### config.mk
export PLATFORM = sky130hd
export DESIGN_NAME = seg7_scan_driver
export DESIGN_NICKNAME = d
export VERILOG_FILES = /design/src/rtl/seg7_scan_driver.sv
export SDC_FILE = /design/constraint.sdc
export NUM_CORES = 1
export LEC_CHECK = 0
export CAP_MARGIN = 40
export CORE_ASPECT_RATIO = 1.75
export CORE_UTILIZATION = 55
export DETAILED_ROUTE_END_ITERATION = 8
export GPL_TIMING_DRIVEN = 1
export PLACE_DENSITY = 0.84
export SYNTH_ARGS = -nofsm -noshare
export SYNTH_HDL_FRONTEND = slang
export SYNTH_SLANG_ARGS = --single-unit
### constraint.sdc
create_clock -name CLK -period 12.1 [get_ports CLK]
set_input_delay 2.42 -clock CLK [delete_from_list [all_inputs] [get_ports CLK]]
set_output_delay 2.42 -clock CLK [all_outputs]
set_load 0.03 [all_outputs]
### src/rtl/seg7_scan_driver.sv
// Four-digit multiplexed 7-segment driver: frame-coherent snapshot, leading-zero
// blanking, inter-digit dead time and 16-step PWM brightness.
module seg7_scan_driver #(
  parameter int CLK_HZ       = 12000000,
  parameter int DIGIT_HZ     = 1000,
  parameter int BLANK_CYCLES = 24
) (
  input  logic       CLK,
  input  logic       RST,
  input  logic [3:0] units,
  input  logic [3:0] tens,
  input  logic [3:0] hundreds,
  input  logic [3:0] thousands,
  input  logic [3:0] dp,
  input  logic       blank_lz,
  input  logic [3:0] brightness,
  output logic [7:0] SEG,
  output logic [3:0] DIGIT,
  output logic       frame_tick
);

  localparam int DIV  = CLK_HZ / DIGIT_HZ;
  localparam int PW   = (DIV > 1) ? $clog2(DIV) : 1;
  localparam int SPAN = DIV - BLANK_CYCLES;

  localparam logic [PW-1:0] PHASE_LAST = PW'(DIV - 1);
  localparam logic [31:0]   BLANK_U    = 32'(BLANK_CYCLES);
  localparam logic [31:0]   SPAN_U     = 32'(SPAN);

  // No handshake: inputs are free-running and only sampled at the frame start;
  // outputs are plain registered levels driven straight to the pins.

  logic [PW-1:0] phase;
  logic [1:0]    idx;

  logic [3:0] snap_units;
  logic [3:0] snap_tens;
  logic [3:0] snap_hundreds;
  logic [3:0] snap_thousands;
  logic [3:0] snap_dp;
  logic       snap_blank_lz;
  logic [3:0] snap_brightness;

  logic        frame_start;
  logic [31:0] on_time;
  logic [31:0] phase_ext;
  logic        active;

  logic       blank_th;
  logic       blank_hu;
  logic       blank_te;
  logic [3:0] sel_code;
  logic       sel_dp;
  logic       sel_blank;
  logic [6:0] sel_segs;

  function automatic logic [6:0] decode(input logic [3:0] code);
    decode = 7'h7F;
    case (code)
      4'h0: decode = 7'h40;
      4'h1: decode = 7'h79;
      4'h2: decode = 7'h24;
      4'h3: decode = 7'h30;
      4'h4: decode = 7'h19;
      4'h5: decode = 7'h12;
      4'h6: decode = 7'h02;
      4'h7: decode = 7'h78;
      4'h8: decode = 7'h00;
      4'h9: decode = 7'h10;
      4'hA: decode = 7'h08;
      4'hB: decode = 7'h03;
      4'hC: decode = 7'h46;
      4'hD: decode = 7'h21;
      4'hE: decode = 7'h06;
      4'hF: decode = 7'h0E;
      default: decode = 7'h7F;
    endcase
  endfunction

  assign frame_start = (phase == '0) && (idx == 2'd0);

  always_ff @(posedge CLK) begin
    if (RST) begin
      phase <= '0;
      idx   <= 2'd0;
    end else if (phase == PHASE_LAST) begin
      phase <= '0;
      idx   <= idx + 2'd1;
    end else begin
      phase <= phase + PW'(1);
    end
  end

  // The snapshot is only consumed from phase BLANK_CYCLES onward, so loading it
  // on the same edge that decodes phase 0 never mixes old and new values.
  always_ff @(posedge CLK) begin
    if (RST) begin
      snap_units      <= 4'd0;
      snap_tens       <= 4'd0;
      snap_hundreds   <= 4'd0;
      snap_thousands  <= 4'd0;
      snap_dp         <= 4'd0;
      snap_blank_lz   <= 1'b0;
      snap_brightness <= 4'd0;
    end else if (frame_start) begin
      snap_units      <= units;
      snap_tens       <= tens;
      snap_hundreds   <= hundreds;
      snap_thousands  <= thousands;
      snap_dp         <= dp;
      snap_blank_lz   <= blank_lz;
      snap_brightness <= brightness;
    end
  end

  always_comb begin
    on_time   = ((32'(snap_brightness) + 32'd1) * SPAN_U) >> 4;
    phase_ext = 32'(phase);
    active    = (phase_ext >= BLANK_U) && (phase_ext < (BLANK_U + on_time));
  end

  // Blanking cascades from the leftmost digit; units always shows.
  always_comb begin
    blank_th = snap_blank_lz && (snap_thousands == 4'd0);
    blank_hu = blank_th && (snap_hundreds == 4'd0);
    blank_te = blank_hu && (snap_tens == 4'd0);
  end

  always_comb begin
    sel_code  = snap_units;
    sel_dp    = snap_dp[0];
    sel_blank = 1'b0;
    case (idx)
      2'd0: begin
        sel_code  = snap_units;
        sel_dp    = snap_dp[0];
        sel_blank = 1'b0;
      end
      2'd1: begin
        sel_code  = snap_tens;
        sel_dp    = snap_dp[1];
        sel_blank = blank_te;
      end
      2'd2: begin
        sel_code  = snap_hundreds;
        sel_dp    = snap_dp[2];
        sel_blank = blank_hu;
      end
      default: begin
        sel_code  = snap_thousands;
        sel_dp    = snap_dp[3];
        sel_blank = blank_th;
      end
    endcase
    sel_segs = sel_blank ? 7'h7F : decode(sel_code);
  end

  always_ff @(posedge CLK) begin
    if (RST) begin
      SEG        <= 8'hFF;
      DIGIT      <= 4'hF;
      frame_tick <= 1'b0;
    end else begin
      frame_tick <= frame_start;
      if (active) begin
        DIGIT <= ~(4'b0001 << idx);
        SEG   <= {~sel_dp, sel_segs};
      end else begin
        DIGIT <= 4'hF;
        SEG   <= 8'hFF;
      end
    end
  end

endmodule

### Word-level counts from Yosys, hierarchy flattened

Memories as Yosys holds them, arrays and structs flattened. A register that Yosys moved wholly into a read port is not among the register bits.
Cells that the tools add are included.

* reduce and logical (&&, ||, !) cells: 13
* muxes and demuxes: 3
* magnitude comparators: 2
* multiply operators: 1
* bitwise operators: 3
* shift-type cells: 1
* $add $sub $neg: 4
* equality and inequality tests: 3

Operators with widths (count)
* $add A5 B15 Y16 const A: 1
* $lt A14 B16 Y1: 1
* $mul A5 B11 Y16 const B: 1
* $add A14 B1 Y14 const B: 1
* $eq A14 B14 Y1 const B: 1
* $ge A14 B5 Y1 const B: 1
* $logic_not A14 Y1: 1
* $logic_not A4 Y1: 3
* $pmux W4 S3: 1
* $pmux W1 S3: 2
* $add A4 B1 Y5 const B: 1
* $logic_and A1 B1 Y1: 5
* $not A4 Y4: 1
* $reduce_or A2 Y1: 2
* $shl A1 B2 Y4 const A: 1
* $reduce_or A3 Y1: 1
* $add A2 B1 Y2 const B: 1
* $eq A2 B1 Y1 const B: 1
* $eq A2 B2 Y1 const B: 1
* $logic_not A2 Y1: 1
* $not A1 Y1: 2

* bits in read-only memories: 112
* bits of input ports: 27
* logic and storage cells: 43
* register bits: 47
* memories: 1
* output and inout bits: 13

Memory list
* (name not given): depth 16, bits a word 7, read ports 1, clocked after memory_dff 1, wr ports 0, RTL line 59 `case (code)`

### Longest topological paths before layout

Gate-level depths: netlist of the first run.

* depth after elaboration: 7
* depth in mapped cells: 24
* depth with buffers taken out: 23

### Worst setup path after synthesis of the first run

OpenSTA, ideal clock, no wires.

* path kind: register to register
* start point: reg snap_brightness[0]
* end point: reg SEG[0]
* data required time: 11.960 ns
* slack: 6.806 ns
* arrival time: 5.154 ns
* path buffers: 1
* period minus slack after synthesis: 5.294 ns
* setup time: 0.140 ns
* cell stages (with the launch flop): 24
* cells stage by stage: dfxtp_1 -> nand3_1 -> xor2_1 -> inv_1 -> fa_1 -> inv_1 -> ha_1 -> inv_1 -> fa_1 -> inv_1 -> ha_1 -> and4_1 -> or3_1 -> o22ai_2 -> nand3_1 -> and2b_1 -> xor2_1 -> ha_1 -> or3_1 -> o21ai_0 -> a21oi_1 -> o22ai_2 -> buf_6 -> nand4_1

* cells in the longest elaborated chain, start to end: 7

Ends and longest elaborated chain
* start: declaration: RTL line 42 `logic [3:0] snap_brightness;`
* start signal: assignment: RTL line 112 `snap_brightness <= brightness;`
* $add A4 B1 Y5: RTL line 117 `on_time = ((32'(snap_brightness) + 32'd1) * SPAN_U) >> 4;`
* $mul A5 B11 Y16: RTL line 117
* $add A5 B15 Y16: RTL line 119 `active = (phase_ext >= BLANK_U) && (phase_ext < (BLANK_U + on_time));`
* $lt A14 B16 Y1: RTL line 119
* $logic_and A1 B1 Y1: RTL line 119
* $not A1 Y1 (no line)
* $reduce_or A3 Y1 (no line)
* end: declaration: RTL line 17 `output logic [7:0] SEG,`

No other way between the ends.
A chain may end at the register's enable or synchronous reset.

### Final worst setup path of the first run

Same ends and word-level chain as after synthesis.

==> results.json, run 1 <==
{
  "p_leak_nw": 2.14,
  "nets": 578,
  "crit_top_cell": "inv_1",
  "synth_area_mm2": 0.00400,
  "ir_drop_uv": 138,
  "die_h_um": 115,
  "cp-end-kind": "flip-flop",
  "place_inst": 564,
  "cts_resized": 0,
  "synth_cell_types": 52,
  "drt_pass1_iterations": 4,
  "cts_max_level": 2,
  "drv_cap": 0,
  "clk_pin_slew_ps": 70,
  "hold_viol": 0,
  "grt_usage_pct": 27.3,
  "drcViolationCount": 0,
  "relSlewSlack_pct": 43.8,
  "crit_buf_inv": 4,
  "vias": 3332,
  "final.setup.tns_ps": 0,
  "period_share_pct": 48.7,
  "n_antenna_cell": 0,
  "cts-root-buf": "clkbuf_16",
  "use_met3_pct": 3.27,
  "io_pins": 40,
  "overflow": 0,
  "crit_path_max_fanout": 12,
  "routed_wl_mm": 9.22,
  "grt_use_met1_pct": 23.5,
  "start_util_pct": 57.5,
  "synth_ff_type": "dfxtp_1",
  "top_usage_layer": "met2",
  "postCtsSetupBuffers": 0,
  "cp.required_ps": 12250,
  "hold_path_class": "reg2reg",
  "syn_nets": 540,
  "core-area_mm2": 0.00696,
  "grt_setup_unrepaired": "false",
  "power_density_mw_per_mm2": 151,
  "whs_ps": 497,
  "grt_pass1_wl_mm": 15.8,
  "finalWeightedCongestion": 0.893,
  "finalMaxSlewViolations": 0,
  "slowest_stage": "dfxtp_1",
  "worstSetupPathType": "reg2reg",
  "antenna_found_initial": 0,
  "startpoint_type": "flip-flop",
  "gr-usage-met2_pct": 54.4,
  "grt_pass1_vias": 3629,
  "cpLargestDelayFamily": "adder cells",
  "die_area_mm2": 0.00764,
  "synth_edf_count": 0,
  "cts_buffers": 5,
  "fin_cells": 572,
  "arrival_ps": 6050,
  "insertion_delay_ps": 300,
  "async_flop_share_pct": 0,
  "cts_tree": "yes",
  "yosysSeqAreaShare_pct": 27.0,
  "antenna_left": 0,
  "synth_warnings": 0,
  "routedWlPerCell_um": 16.1,
  "min_period_ps": 5900,
  "avgSynthCellArea_um2": 8.91,
  "setup_viol": 0,
  "syn_inst": 449,
  "dpl.hpwl_mm": 7.39,
  "slowest_delay_ps": 600,
  "synth-seq-cells": 54,
  "cts_sinks": 54,
  "cp_cell_sequence": "nand3_1 > xor2_1 > inv_1 > fa_1 > inv_1 > ha_1 > inv_1 > fa_1 > inv_1 > ha_1 > and4_1 > or3_1 > o22ai_2 > nand3_1 > and2b_1 > xor2_1 > ha_1 > or3_1 > o21ai_0 > a21oi_1 > o22ai_2 > nand4_1",
  "tightestPinTransition_ps": 834,
  "cts.path.max_buffers": 2,
  "fmax_ghz": 0.170,
  "outcome": "finished, final reports clean",
  "die_w_um": 66.5,
  "drive_gt1_share_pct": 5.12,
  "syn_to_final_growth_pct": 15.6,
  "port_buffers": 39,
  "rows": 40,
  "finalClockSkew_ps": 5.57,
  "grt_max_degree": 27,
  "drt_iter0_drc": 144,
  "cts_hold_buf": 0,
  "via_per_inst": 5.83,
  "rrSetupSlack_ps": 6200
}
## Yosys cell counts, types with 5 or more instances
| cell | number | area (um2) |
|---|---|---|
| nand3_1 | 19 | 95.1 |
| fa_1 | 10 | 200 |
| nand2_1 | 26 | 97.6 |
| xnor2_1 | 20 | 175 |
| ha_1 | 54 | 676 |
| nor2_1 | 58 | 218 |
| inv_1 | 42 | 158 |
| dfxtp_1 | 54 | 1080 |
| o21ai_0 | 10 | 50.1 |
| xor2_1 | 12 | 105 |
| clkbuf_1 | 7 | 26.3 |
| mux2i_1 | 29 | 290 |
| nand4_1 | 8 | 50.1 |
| a21oi_1 | 16 | 80.1 |
| a222oi_1 | 5 | 50.1 |
| nor2b_1 | 9 | 56.3 |
## per-stage QoR
step	setup WS, ps	utilization [%]	instance area, um2	total power (W)
CTS	6180	66.5	4630	0.000702
finish	6200	66.5	4630	0.000699
detailed placement	6180	64.1	4460	0.000539
global placement	6410	63.7	4430	0.000527
floorplan	6810	-	4000	0.000468
global route	5700	66.5	4630	0.000753
## cells in the final DEF (no fill, tap or decap), types with 2 or more instances in the layout
| cell | count |
|---|---|
| fa_1 | 10 |
| o22ai_2 | 2 |
| o21ai_0 | 10 |
| ha_1 | 54 |
| nor4_1 | 3 |
| a21oi_2 | 4 |
| clkbuf_16 | 5 |
| mux2i_1 | 29 |
| nand2_1 | 26 |
| a21o_1 | 4 |
| a222oi_1 | 5 |
| xnor2_1 | 20 |
| clkdlybuf4s50_1 | 39 |
| xor2_1 | 12 |
| o21ai_1 | 2 |
| o2111ai_1 | 3 |
| dfxtp_1 | 54 |
| or4_1 | 3 |
| a221oi_1 | 4 |
| nand3_1 | 19 |
| and3_1 | 3 |
| nor2_1 | 58 |
| buf_4 | 2 |
| nor2b_1 | 9 |
| nand4_1 | 8 |
| inv_1 | 42 |
| o21a_1 | 4 |
| or3_1 | 4 |
| a21oi_1 | 16 |
| a211oi_1 | 3 |
| and2_1 | 2 |
| nor3_1 | 4 |
## per-layer routing
layer  part of all wire [%]  wire, um
met4                    6.6       604
met2                     57      5270
met5                      0         0
met1                     34      3110
met3                    2.5       231
## tightest hold or removal path: stages, from the launching register on
cell	delay, ps
dfxtp_1	330
mux2i_1	70
nor2_1	70
## final timing paths
check,from,to,cells after the start
max reg2reg,snap_brightness[0],SEG[0],22
min,snap_thousands[2],snap_thousands[2],2
max,snap_brightness[0],SEG[0],22
min reg2reg,snap_thousands[2],snap_thousands[2],2
## registers in the layout, indices dropped and copies added (netlist names)
register	count
snap_dp	4
snap_hundreds	4
snap_brightness	4
SEG	8
DIGIT	4
frame_tick	1
snap_thousands	4
phase	14
snap_blank_lz	1
idx	2
snap_units	4
snap_tens	4
## power breakdown
group	total [W]	internal, W	switching (W)
Clock	0.000161	0.0000977	0.0000635
Combinational	0.000342	0.000150	0.000193
Sequential	0.000196	0.000187	0.00000843
## layout make-up
type	count	area (um2)
clock buffers	6	129
clock inverters	2	37.5
fillers	554	2330
inverters	42	158
multi-input cells	341	2690
flip-flops and latches	54	1080
well taps	84	105
repair buffers	43	425
## cell families (layout without fill, tap and decap cells)
group	Yosys count	count (layout)	synth area share [%]
AO/OA/AOI/OAI	67	67	12.1
XOR/XNOR	33	33	7.41
adder cells (fa/ha/maj)	64	64	21.9
buffers and inverters	54	93	5.72
flip-flops	54	54	27.0
multiplexers	29	29	7.25
AND/OR/NAND/NOR	148	148	18.6
Note: power is estimated with default switching activity, not from simulation.
==> inputs of run 2 (changes only) <==
==> constraint.sdc (replaced) <==
create_clock -name CLK -period 5.8 [get_ports CLK]
set_input_delay 1.16 -clock CLK [delete_from_list [all_inputs] [get_ports CLK]]
set_output_delay 1.16 -clock CLK [all_outputs]
set_load 0.03 [all_outputs]
==> run 2 against run 1 <==
  * Via count up 0.69%
  * Cell count grew 0.52%
  * Critical path type unchanged
  * First-iteration DRC count is 12% higher
  * Routed wire length up 2.0%
==> results.json, run 2 (same netlist as run 1, synthesis figures left out) <==
{
  "io_pins": 40,
  "largest_reg_flops": 14,
  "core-area_mm2": 0.00696,
  "dpl.hpwl_mm": 7.33,
  "r2r-start": "snap_brightness[1]",
  "crit_path_max_fanout": 12,
  "r2r-end": "SEG[0]",
  "antenna_found_initial": 0,
  "cts_max_level": 2,
  "outcome": "finished, final reports clean",
  "grt_usage_pct": 27.2,
  "grt_pass1_wl_mm": 16.0,
  "rows": 40,
  "slowest_delay_ps": 530,
  "period_share_pct": 94.1,
  "crit_start": "snap_brightness[1]",
  "slowest_stage": "fa_1",
  "insertion_delay_ps": 290,
  "cts_tree": "yes",
  "layout_commonest_cell": "nor2_1",
  "top_register": "phase",
  "hold_viol": 0,
  "die_w_um": 66.5,
  "drcViolationCount": 0,
  "finalWeightedCongestion": 0.893,
  "worst_r2r_path_depth": 23,
  "die_h_um": 115,
  "p_leak_nw": 2.17,
  "cts_buffers": 5,
  "grt_pass1_vias": 3639,
  "cp-end-kind": "flip-flop",
  "finalMaxSlewViolations": 0,
  "port_buffers": 39,
  "tightestPinTransition_ps": 816,
  "m1WireLength_mm": 3.10,
  "clk_pin_slew_ps": 70,
  "cp.required_ps": 5950,
  "cp_cell_sequence": "ha_1 > xnor2_2 > inv_1 > ha_1 > inv_1 > fa_1 > fa_1 > inv_1 > ha_1 > nand4_1 > and2_4 > xnor2_2 > and4_4 > and2_1 > nand3_1 > xor2_1 > ha_1 > or3_1 > o21ai_0 > a21oi_1 > o22ai_4 > buf_12 > nand4_1",
  "nets": 581,
  "min_period_ps": 5460,
  "cts.path.max_buffers": 2,
  "die_area_mm2": 0.00764,
  "grt_setup_unrepaired": "false",
  "n_antenna_cell": 0,
  "drive_gt1_share_pct": 5.91,
  "arrival_ps": 5600,
  "mostFrequentLayoutCells": "nor2_1, dfxtp_1, ha_1",
  "met3_wirelength_um": 164,
  "cts_sinks": 54,
  "setup_viol": 0,
  "wl_met2_mm": 5.74,
  "grt_max_degree": 27,
  "drt_pass1_iterations": 4,
  "start_util_pct": 57.5,
  "cp-endpoint": "SEG[0]",
  "hold_path_class": "reg2reg",
  "via_per_inst": 5.83,
  "power_density_mw_per_mm2": 310,
  "overflow": 0,
  "routed_wl_mm": 9.40,
  "routedWlPerCell_um": 16.3,
  "fmax_ghz": 0.183,
  "relSlewSlack_pct": 45.0,
  "finalClockSkew_ps": 2.75,
  "highest_layer": "met4",
  "vias": 3355,
  "ir_drop_uv": 269,
  "final_core_util_pct": 67.4,
  "largest_registers": "phase x14, SEG x8",
  "drv_cap": 0,
  "syn_to_final_growth_pct": 17.2,
  "antenna_left": 0,
  "final.setup.tns_ps": 0,
  "crit_top_cell": "ha_1",
  "cts-root-buf": "clkbuf_16",
  "drt_iter0_drc": 161,
  "startpoint_type": "flip-flop",
  "worstSetupPathType": "reg2reg",
  "rrSetupSlack_ps": 340
}
-- run 2: timing repair --
item | 4_1_cts | 5_1_grt
gates resized for setup | 0 | 2
hold buffers | 0 | 0
buffers inserted | 0 | 1
endpoints found under the setup margin | 0 | 12
-- run 2: metrics by stage --
stage	instance area (um2)	total power, W	std cells	setup WS (ps)	hold slack (ps)
CTS	4660	0.00145	574	77.0	502
global placement	4450	0.00109	563	394	458
floorplan	4000	0.000976	449	506	441
finish	4690	0.00146	575	345	495
global route	4690	0.00156	575	1.61	528
detailed placement	4490	0.00112	566	97.6	463
-- run 2: how the worst min path moves through the flow --
stage | startpoint | end | cells after the start
2_1_floorplan | phase[0] | phase[0] | 1
3_3_place_gp | phase[0] | phase[0] | 1
3_5_place_dp | phase[0] | phase[0] | 1
4_1_cts | snap_units[1] | snap_units[1] | 2
5_1_grt | snap_units[1] | snap_units[1] | 2
6_report | phase[0] | phase[0] | 1
-- run 2: layout make-up --
cell class / instances / area (um2)
clock inverter: 2 / 37.5
multi-input combinational: 341 / 2710
tap: 84 / 105
fill: 518 / 2270
sequential: 54 / 1080
inverter: 42 / 158
clock buffer: 6 / 129
timing repair buffer: 46 / 473
-- run 2: power breakdown --
part | internal, W | switching (W)
sequential | 0.000390 | 0.0000162
combinational | 0.000314 | 0.000402
clock | 0.000204 | 0.000128
total | 0.000908 | 0.000547
-- run 2: routing by layer --
metal  vias to the layer above  global-route usage [%]
met5                         -                       0
met1                      1599                    24.6
met4                         0                    16.0
li1                       1640                       -
met2                        82                    55.0
met3                        34                    2.78
-- run 2: worst max-delay path: cells and delay by family (launching register included) --
| kind | cells | cell delay [ps] |
|---|---|---|
| adders and majority gates | 6 | 2160 |
| and+or+nand+nor | 7 | 1360 |
| xor gates and xnor gates | 3 | 660 |
| buffers and inverters | 4 | 420 |
| AOI/OAI and AO/OA | 3 | 360 |
| DFF | 1 | 340 |
==> inputs of run 3 (changes only) <==
--- a/config.mk
+++ b/config.mk
@@ -9,6 +9,7 @@
 export CORE_ASPECT_RATIO = 1.75
 export CORE_UTILIZATION = 55
 export DETAILED_ROUTE_END_ITERATION = 8
+export GPL_ROUTABILITY_DRIVEN = 0
 export GPL_TIMING_DRIVEN = 1
 export PLACE_DENSITY = 0.84
 export SYNTH_ARGS = -nofsm -noshare
==> run 3 against run 2 <==
  * Setup slack lost 10 ps
  * Critical path depth grew 1
  * Worst hold slack lost 18 ps
  * Non-clock buffer count is the same
  * Sequential power is essentially flat
  * Die area is the same
  * Fmax shrank 0.19%
  * Global-route usage shrank 0.49 points
  * Clock power shrank 8.7%
  * Cell count is the same
  * Sequential share of layout area grew 0.099 points
  * Largest cell class unchanged
==> results.json, run 3 (same netlist as run 1, synthesis figures left out) <==
{
  "arrival_ps": 5620,
  "routed_wl_mm": 9.15,
  "outcome": "finished, final reports clean",
  "power_w": 0.00144,
  "min_period_ps": 5470,
  "io_pins": 40,
  "grt_pass1_vias": 3587,
  "fillers": 534,
  "insertion_delay_ps": 300,
  "worst_r2r_path_depth": 24,
  "top_register": "phase",
  "met3_wirelength_um": 213,
  "layout_commonest_cell": "nor2_1",
  "finalClockSkew_ps": 3.00,
  "mostFrequentLayoutCells": "nor2_1, dfxtp_1, ha_1",
  "rows": 40,
  "period_share_pct": 94.2,
  "grt_pass1_wl_mm": 15.5,
  "cts_max_level": 2,
  "cts_sinks": 54,
  "dpl.hpwl_mm": 7.30,
  "cts.path.max_buffers": 2,
  "vias": 3303,
  "crit_top_cell": "inv_1",
  "fmax_ghz": 0.183,
  "wl_met2_mm": 5.39,
  "ir_drop_uv": 293,
  "start_util_pct": 57.5,
  "worstSetupPathType": "reg2reg",
  "hold_path_class": "reg2reg",
  "via_per_inst": 5.74,
  "cts-root-buf": "clkbuf_16",
  "antenna_found_initial": 0,
  "tightestPinTransition_ps": 889,
  "worst_slack_ps": 335,
  "cp-end-kind": "flip-flop",
  "cts_buffers": 5,
  "die_h_um": 115,
  "grt_usage_pct": 26.8,
  "core-area_mm2": 0.00696,
  "cts_hold_buf": 0,
  "hold_path_depth": 1,
  "drt_iter0_drc": 159,
  "grt_max_degree": 27,
  "setup_viol": 0,
  "antenna_left": 0,
  "largest_registers": "phase x14, SEG x8",
  "startpoint_type": "flip-flop",
  "dp_slack_ps": 17.6,
  "crit_path_max_fanout": 12,
  "largest_reg_flops": 14,
  "whs_ps": 477,
  "finalMaxSlewViolations": 0,
  "die_w_um": 66.5,
  "clk_pin_slew_ps": 70,
  "drt_pass1_iterations": 4,
  "n_antenna_cell": 0,
  "drv_cap": 0,
  "p_leak_nw": 2.16,
  "die_area_mm2": 0.00764,
  "port_buffers": 39,
  "slowest_stage": "fa_1",
  "cp.required_ps": 5960,
  "hold_viol": 0,
  "highest_layer": "met4",
  "overflow": 0,
  "relSlewSlack_pct": 40.1,
  "final_core_util_pct": 67.1,
  "slowest_delay_ps": 530,
  "drcViolationCount": 0,
  "m1WireLength_mm": 3.18,
  "final.setup.tns_ps": 0,
  "cts_tree": "yes",
  "power_density_mw_per_mm2": 309,
  "routedWlPerCell_um": 15.9,
  "nets": 581,
  "syn_to_final_growth_pct": 16.7,
  "cp_cell_sequence": "buf_4 > nand3_1 > xor2_1 > inv_1 > fa_1 > inv_1 > ha_1 > inv_1 > fa_1 > inv_1 > ha_1 > and4_1 > or3_1 > o22ai_2 > nand3_1 > and2b_1 > xor2_1 > ha_1 > or3_1 > o21ai_0 > a21oi_1 > o22ai_4 > buf_12 > nand4_1",
  "drive_gt1_share_pct": 5.91
}
[run 3: cell types whose count changed in the layout (fill, tap and decap cells not counted)]
cell,previous run,this run
clkinvlp_4,1,0
buf_8,0,1
bufinv_16,1,0
clkbuf_8,0,1
buf_16,1,0
xnor2_2,2,1
clkinv_2,0,1
xnor2_4,0,1
[run 3: power breakdown]
part	leakage, nW	switching [W]	internal [W]	total [W]
sequential	0.441	0.0000157	0.000390	0.000406
combinational	1.65	0.000408	0.000326	0.000734
clock	0.0739	0.000131	0.000171	0.000303
total	2.16	0.000555	0.000887	0.00144
[run 3: worst max-delay path: cells and delay by family, from the launching register on]
family	cells	cell delay, ps
buffers and inverters	6	620
AND/OR/NAND/NOR	7	1550
AO/OA/AOI/OAI	4	570
flip-flops	1	350
XOR/XNOR	2	360
adder cells (fa/ha/maj)	5	1880
[run 3: metal layers]
layer | vias up | track usage, %
li1 | 1638 | -
met1 | 1568 | 23.9
met2 | 75 | 54.1
met3 | 22 | 3.08
met4 | 0 | 15.6
met5 | - | 0
[run 3: area by class of cell]
cell class                 count  area [um2]  share of cell area [%]
tap                           84         105                    2.25
clock buffer                   7         143                    3.05
sequential                    54        1080                    23.1
inverter                      42         158                    3.38
multi-input combinational    341        2720                    58.2
timing repair buffer          46         460                    9.86
clock inverter                 1        5.00                   0.107
[run 3: final timing paths]
check	slack (ps)	start	endpoint
max	330	snap_brightness[0]	SEG[0]
min	480	phase[0]	phase[0]
min reg2reg	480	phase[0]	phase[0]
max reg2reg	330	snap_brightness[0]	SEG[0]
[run 3: through the flow]
stage	instance area, um2	instances
6_report	4670	575
3_5_place_dp	4480	566
4_1_cts	4630	574
3_3_place_gp	4450	563
2_1_floorplan	4000	449
5_1_grt	4670	575
[run 3: timing repair]
action / CTS / global route
endpoints found under the setup margin: 1 / 12
buffers inserted: 0 / 1
pin swaps: 0 / 1
gates resized for setup: 1 / 2
